===== config.mk =====
export PLATFORM = sky130hd
export DESIGN_NAME = pwm_ctrl
export DESIGN_NICKNAME = d
export VERILOG_FILES = /design/src/rtl/pwm_pkg.sv /design/src/rtl/pwm_shadow_reg.sv /design/src/rtl/pwm_ctrl.sv
export SDC_FILE = /design/constraint.sdc
export NUM_CORES = 1
export LEC_CHECK = 0
export CORE_ASPECT_RATIO = 0.7
export CORE_UTILIZATION = 55
export DETAILED_ROUTE_END_ITERATION = 8
export PLACE_DENSITY = 0.79
export SLEW_MARGIN = 20
export SYNTH_ARGS = -nofsm -noshare
export SYNTH_HDL_FRONTEND = slang
export SYNTH_SLANG_ARGS = --single-unit
export TNS_END_PERCENT = 5

===== constraint.sdc =====
create_clock -name ck -period 2.4 [get_ports ck]
set_clock_uncertainty 0.1 [all_clocks]
set_input_delay 0.24 -clock ck [delete_from_list [all_inputs] [get_ports ck]]
set_output_delay 0.24 -clock ck [all_outputs]
set_load 0.02 [all_outputs]

===== src/rtl/pwm_pkg.sv =====
// pwm_pkg: shared FSM state encoding and default data width for the PWM controller
package pwm_pkg;
  localparam int WIDTH_DEF = 8;
  typedef enum logic [1:0] {IDLE = 2'd0, RUN = 2'd1, STOP = 2'd2} state_e;
endpackage


===== src/rtl/pwm_shadow_reg.sv =====
// pwm_shadow_reg: one-entry period/duty holding slot with valid/ready handshake
module pwm_shadow_reg import pwm_pkg::*; #(
  parameter int WIDTH = WIDTH_DEF
) (
  input  logic             ck,
  input  logic             rst_n,
  input  logic             cfg_valid_i,
  input  logic [WIDTH-1:0] cfg_period_i,
  input  logic [WIDTH-1:0] cfg_duty_i,
  input  logic             load_i,
  output logic             cfg_ready_o,
  output logic             sh_full_o,
  output logic [WIDTH-1:0] sh_period_o,
  output logic [WIDTH-1:0] sh_duty_o
);
  logic             rdy_q, rdy_d, acc;
  logic [WIDTH-1:0] per_q, per_d, duty_q, duty_d;
  always_comb begin
    acc    = cfg_valid_i & rdy_q;
    rdy_d  = ~acc & (rdy_q | load_i);
    per_d  = acc ? cfg_period_i : per_q;
    duty_d = acc ? cfg_duty_i : duty_q;
  end
  always_ff @(posedge ck or negedge rst_n) begin
    if (!rst_n) begin
      rdy_q  <= 1'b1;
      per_q  <= '0;
      duty_q <= '0;
    end else begin
      rdy_q  <= rdy_d;
      per_q  <= per_d;
      duty_q <= duty_d;
    end
  end
  assign cfg_ready_o = rdy_q;
  assign sh_full_o   = ~rdy_q;
  assign sh_period_o = per_q;
  assign sh_duty_o   = duty_q;
endmodule


===== src/rtl/pwm_ctrl.sv =====
// pwm_ctrl: PWM generator with shadowed period/duty applied only at period boundaries
module pwm_ctrl import pwm_pkg::*; #(
  parameter int WIDTH = WIDTH_DEF
) (
  input  logic             ck,
  input  logic             rst_n,
  input  logic             en,
  input  logic             cfg_valid,
  output logic             cfg_ready,
  input  logic [WIDTH-1:0] cfg_period,
  input  logic [WIDTH-1:0] cfg_duty,
  output logic             pwm_out,
  output logic             period_end,
  output logic             busy
);
  state_e           state_q, state_d;
  logic [WIDTH-1:0] cnt_q, cnt_d, act_period_q, act_period_d, act_duty_q, act_duty_d;
  logic [WIDTH-1:0] sh_period, sh_duty;
  logic             pwm_q, pwm_d, pe_q, pe_d, busy_q, busy_d;
  logic             run, wrap, start, sh_full;
  pwm_shadow_reg #(.WIDTH(WIDTH)) u_shadow (
    .ck          (ck),
    .rst_n       (rst_n),
    .cfg_valid_i (cfg_valid),
    .cfg_period_i(cfg_period),
    .cfg_duty_i  (cfg_duty),
    .load_i      (wrap | start),
    .cfg_ready_o (cfg_ready),
    .sh_full_o   (sh_full),
    .sh_period_o (sh_period),
    .sh_duty_o   (sh_duty)
  );
  // A stop request only takes effect at the wrap, so STOP keeps counting like RUN
  always_comb begin
    run          = state_q != IDLE;
    wrap         = run && cnt_q == act_period_q;
    start        = !run && en;
    state_d      = !run ? (en ? RUN : IDLE) : en ? RUN : (state_q == STOP && wrap) ? IDLE : STOP;
    cnt_d        = (start || wrap) ? '0 : run ? cnt_q + 1'b1 : cnt_q;
    act_period_d = ((wrap || start) && sh_full) ? sh_period : act_period_q;
    act_duty_d   = ((wrap || start) && sh_full) ? sh_duty : act_duty_q;
    pwm_d        = run && cnt_q < act_duty_q;
    pe_d         = wrap;
    busy_d       = state_d != IDLE;
  end
  always_ff @(posedge ck or negedge rst_n) begin
    if (!rst_n) begin
      state_q      <= IDLE;
      cnt_q        <= '0;
      act_period_q <= '0;
      act_duty_q   <= '0;
      pwm_q        <= 1'b0;
      pe_q         <= 1'b0;
      busy_q       <= 1'b0;
    end else begin
      state_q      <= state_d;
      cnt_q        <= cnt_d;
      act_period_q <= act_period_d;
      act_duty_q   <= act_duty_d;
      pwm_q        <= pwm_d;
      pe_q         <= pe_d;
      busy_q       <= busy_d;
    end
  end
  assign pwm_out    = pwm_q;
  assign period_end = pe_q;
  assign busy       = busy_q;
endmodule


; Yosys cells after proc, flatten, opt, wreduce, memory -nomap -nowiden
; Index checks and enable logic that the tools add are counted.
[op_classes]
add_sub_neg = 1
n_lt_le_gt_ge = 1
eq_ne = 2
n_mux = 6
bitwise_logic = 6
n_reduce_logical = 10
[op_table]
columns = cell, n
row1 = $mux W8, 2
row2 = $add A8 B1 Y8 const B, 1
row3 = $eq A8 B8 Y1, 1
row4 = $lt A8 B8 Y1, 1
row5 = $mux W2, 3
row6 = $reduce_bool A2 Y1, 3
row7 = $logic_and A1 B1 Y1, 5
row8 = $and A1 B1 Y1, 2
row9 = $eq A2 B2 Y1 const B, 1
row10 = $not A1 Y1, 2
row11 = $or A1 B1 Y1, 2
row12 = $logic_not A1 Y1, 1
row13 = $logic_or A1 B1 Y1, 1
row14 = $mux W1, 1
[totals]
regBits = 46
in_bits = 20
output_inout_bits = 4
wordCells = 36

; Longest topological paths before layout
[depth]
word_depth = 7
depth_mapped = 6
depth_no_buf = 6

; Cells and area by module
; A second synthesis with hierarchy kept.
[hier_totals]
hier_cells = 164
hier_area_um2 = 2192.1
[by_module_without_submodules]
columns = mod, n_inst, cells_per_inst, area_per_inst_um2, seq_area_each_um2
row1 = pwm_ctrl, 1, 126, 1515.2, 725.7
row2 = pwm_shadow_reg, 1, 38, 676.9, 426.7

; Least setup slack after synthesis
; No wires, ideal clock.
[synth_path]
path_kind = register to register
from = register cnt_q[3]
to = register act_duty_q[4]
setup_time_ns = 0.125
arrival_time_ns = 1.767
slack_ns = 0.408
path_stages_with_launch = 7
period_less_slack_ns = 1.992
cell_sequence = dfrtp_1 xor2_1 nor4_4 a31oi_2 nor2_4 buf_12 mux2_4
[synth_between]
elab_chain_cells = 4
[synth_rtl]
columns = element, line
row1 = "start, declared", pwm_ctrl.sv:17  ; logic [WIDTH-1:0] cnt_q, cnt_d, act_period_q, act_period_d, act_duty_q, act_duty_d;
row2 = "start signal, assigned", pwm_ctrl.sv:57  ; cnt_q <= cnt_d;
row3 = $eq A8 B8 Y1, pwm_ctrl.sv:36  ; wrap = run && cnt_q == act_period_q;
row4 = $logic_and A1 B1 Y1, pwm_ctrl.sv:36
row5 = $logic_or A1 B1 Y1, pwm_ctrl.sv:41  ; act_duty_d = ((wrap || start) && sh_full) ? sh_duty : act_duty_q;
row6 = $logic_and A1 B1 Y1, pwm_ctrl.sv:41
row7 = "end signal, assigned", pwm_ctrl.sv:59  ; act_duty_q <= act_duty_d;
row8 = "end, declared", pwm_ctrl.sv:17
; No other way between the ends.
; A chain may end at the register's enable or synchronous reset.

; Worst setup path after layout
[layout_path]
from = register cnt_q[3]
to = register act_period_q[6]
[layout_between]
elab_chain_cells = 4
[layout_rtl]
columns = element, line
row1 = $eq A8 B8 Y1, pwm_ctrl.sv:36
row2 = $logic_and A1 B1 Y1, pwm_ctrl.sv:36
row3 = $logic_or A1 B1 Y1, pwm_ctrl.sv:40  ; act_period_d = ((wrap || start) && sh_full) ? sh_period : act_period_q;
row4 = $logic_and A1 B1 Y1, pwm_ctrl.sv:40
row5 = "end signal, assigned", pwm_ctrl.sv:58  ; act_period_q <= act_period_d;
row6 = "end, declared", pwm_ctrl.sv:17
; No other way between the ends.

==> metrics.md <==
| Metric | Value |
|---|---|
| Sequential fraction of the synthesis area | `0.538` |
| Max_slew headroom | `0.621` |
| FMAX | `441 MHz` |
| DRC | `0` |
| Asr flop ratio synth | `1.00` |
| Pleak | `0.00114 uW` |
| CP Launch Type | `flip-flop` |
| Setup Buffers After CTS | `0` |
| DR iter-0 viols | `95` |
| DR pass1 iterations | `4` |
| Total grt overflow | `0` |
| Slowest cell on crit path | `dfrtp_1` |
| Final count of pins violating max slew | `0` |
| Post-layout minimum cycle time | `2.27 ns` |
| CTS Sinks | `46` |
| Antenna violations before repair | `0` |
| Endpoint class of the critical path | `flip-flop` |
| Post-CTS Hold Fix Bufs | `1` |
| Vias per Instance | `5.63` |
| Period utilization | `0.946` |
| WL/cell | `16.5 um` |
| CP Cell Sequence | `xor2_1 > nor4_4 > a31oi_2 > nor2_4 > buf_12 > mux2_4` |
| Ratio of cells with drive above 1 in the final layout | `0.263` |
| Max Fanout on Critical Path | `9` |
| Min Hold Slack | `0.409 ns` |
| DIE AREA | `4150 sq um` |
| Worst-Margin Slew | `0.568 ns` |
| Root Buffer | `clkbuf_8` |
| CTS tree | `built` |
| Clock buffer depth | `2` |
| Die W | `76.6 um` |
| Post-Route WL | `4090 um` |
| Pwr dens | `1110 nW/um^2` |
| Outcome | `finished, final reports clean` |
| First-pass GRT wire length | `6640 um` |
| Worst Path Required | `2.49 ns` |
| Endpoints failing setup | `0` |
| Max incr delay on CP | `0.50 ns` |
| Filler instances | `265` |
| Routed via count | `1396` |
| Gate count of the mapped netlist | `164` |
| Main synth FF type | `dfrtp_1` |
| Post-synthesis simple-gate area fraction | `0.0987` |
| Worst Hold Class | `reg2reg` |
| Critical Path AT | `2.36 ns` |
| Post-detailed-route count of antenna-violating nets | `0` |
| Max-cap violations | `0` |
| Yosys top cell area share | `0.525` |
| Top Family by Delay on Critical Path | `simple AND/OR/NAND/NOR gates` |
| GP Congestion | `0.803` |
| Area of the multi-input gates | `921 sq um` |
| Synth Area in Adders | `0.0467` |
| Core Region | `3630 sq um` |
| Synth Area in Compound Gates | `0.0619` |
| Bufs and invs on worst path | `1` |
| Hold Fails Final Rpt | `0` |
| Post-synth EDFFs | `0` |
| Netlist cell types | `36` |
| Yosys warning count | `0` |
| Largest net degree at the start of global routing | `47` |
| Vias in the first global route | `1377` |
| Row count | `18` |
| Area Overhead vs Synth | `20.0%` |
| Num CTS Buffers | `5` |
| Register area | `1150 sq um` |
| Critical Setup Path Class | `reg2reg` |
| Mean Syn Cell Area | `13.1 sq um` |
| Die H | `54.2 um` |
| Mux share of post-synthesis cell area | `0.186` |
| XOR/XNOR Fraction of Synth Area | `0.0368` |
| Clk_lat worst skew | `0.30 ns` |
| Worst-path clk slew | `0.08 ns` |
| Synthesized Nets | `192` |
| Diode count | `0` |
| Largest family of logic cells by synthesized area | `multiplexers` |
| CTS H-tree depth | `2` |
| HPWL Detailed | `3070 um` |
| Post_cts resized | `0` |
| Synthesized area | `2140 sq um` |
| Top post-synthesis cells by area | `dfrtp_1 53%, mux2_2 12%, mux2_4 7.0%` |
| Port buffer count | `23` |
| Seq cells post-synth | `46` |
| # IOs | `24` |
| TNS Setup | `0 ns` |
| GRT Total Usage | `0.228` |
| Area leader, netlist | `dfrtp_1` |
| VDD IR max | `593 uV` |
| RSZ-0062 raised after global routing | `false` |
| Initial core utilization | `0.591` |
| Fin nets | `225` |
path summary, 6_finish.rpt:
path                                                   start                                 to  slack, ns  cells after the start
setup / recovery                        cnt_q[3]$_DFFE_PN0P_        act_period_q[6]$_DFFE_PN0P_       0.13                      6
hold / removal             u_shadow.sh_duty_o[7]$_DFFE_PN0P_  u_shadow.sh_duty_o[7]$_DFFE_PN0P_       0.41                      1
setup reg to reg                        cnt_q[3]$_DFFE_PN0P_        act_period_q[6]$_DFFE_PN0P_       0.13                      6
hold reg to reg            u_shadow.sh_duty_o[7]$_DFFE_PN0P_  u_shadow.sh_duty_o[7]$_DFFE_PN0P_       0.41                      1
max in group asynchronous                              rst_n          act_duty_q[3]$_DFFE_PN0P_       1.37                      3
min in group asynchronous                              rst_n               cnt_q[0]$_DFFE_PN0P_       0.44                      3
Yosys cell counts (2+ instances only):
cell type  instances
nand3_1            3
dfrtp_1           45
mux2_4            10
nand4_1            4
a211oi_1           3
a21oi_1            2
o21ai_0            8
mux2_2            22
a31oi_1            3
inv_1             11
ha_1               8
xor2_1             8
o22ai_1            2
nand2b_1           4
nor2_1             5
nand2_1            6
placed cells by master, fill, tap and decap left out, types with 2 or more instances in the layout:
master | Yosys | final
dfrtp_1 | 45 | 45
mux2_2 | 22 | 22
clkdlybuf4s50_1 | 0 | 22
inv_1 | 11 | 11
mux2_4 | 10 | 10
xor2_1 | 8 | 8
o21ai_0 | 8 | 8
ha_1 | 8 | 8
nand2_1 | 6 | 6
nor2_1 | 5 | 5
clkbuf_8 | 0 | 5
nand2b_1 | 4 | 4
nand4_1 | 4 | 4
buf_4 | 0 | 4
a211oi_1 | 3 | 3
nand3_1 | 3 | 3
a31oi_1 | 3 | 3
a21oi_1 | 2 | 2
o22ai_1 | 2 | 2
worst register-to-register path, delay by kind of cell, from the launching register on:
family | cells | cell delay, ns
buffers and inverters | 1 | 0.19
flip-flops | 1 | 0.50
multiplexers | 1 | 0.31
AND/OR/NAND/NOR | 2 | 0.67
XOR/XNOR | 1 | 0.22
AO/OA/AOI/OAI | 1 | 0.17
layout make-up:
cell class,count,share of cell area
Clock inverter,2,0.0146
Multi-Input combinational cell,104,0.358
Inverter,11,0.0161
Timing Repair Buffer,29,0.111
Tap cell,50,0.0243
Sequential cell,46,0.448
Clock buffer,6,0.0282
sequential cells by signal, indices dropped and copies added (netlist names):
signal / flops
period_end: 1
busy: 1
state_q: 2
act_duty_q: 8
u_shadow.sh_period_o: 8
act_period_q: 8
u_shadow.cfg_ready_o: 1
pwm_out: 1
u_shadow.sh_duty_o: 8
cnt_q: 8
layer usage:
metal / routed length (um) / up-vias / GRT usage / share of wire
li1: - / 643 / - / -
met1: 1870 / 690 / 0.274 / 0.46
met4: 95 / 0 / 0.154 / 0.023
met5: 0 / - / 0 / 0
met2: 1940 / 52 / 0.374 / 0.47
met3: 183 / 11 / 0.0633 / 0.045
report_power, final:
part	total, uW	internal (uW)	switching [uW]
Sequential	1350	1100	247
Combinational	939	554	385
Clock	573	311	263
kinds of logic after synthesis:
logic type / after synthesis
buffers and inverters: 14
adder cells (fa/ha/maj): 8
multiplexers: 32
XOR/XNOR: 9
flip-flops: 46
AND/OR/NAND/NOR: 34
AO/OA/AOI/OAI: 21
per-stage QoR:
stage               area [sq um]  worst slack, ns  power, uW  cells  utilization
floorplan                   2140            0.408       2010    164            -
global placement            2450            0.254       2230    239        0.676
detailed placement          2450            0.143       2310    239        0.676
CTS                         2570            0.132       2880    248        0.709
global route                2570           0.0344       3050    248        0.709
finish                      2570            0.130       2860    248        0.709
Note: power is estimated with default switching activity, not from simulation.
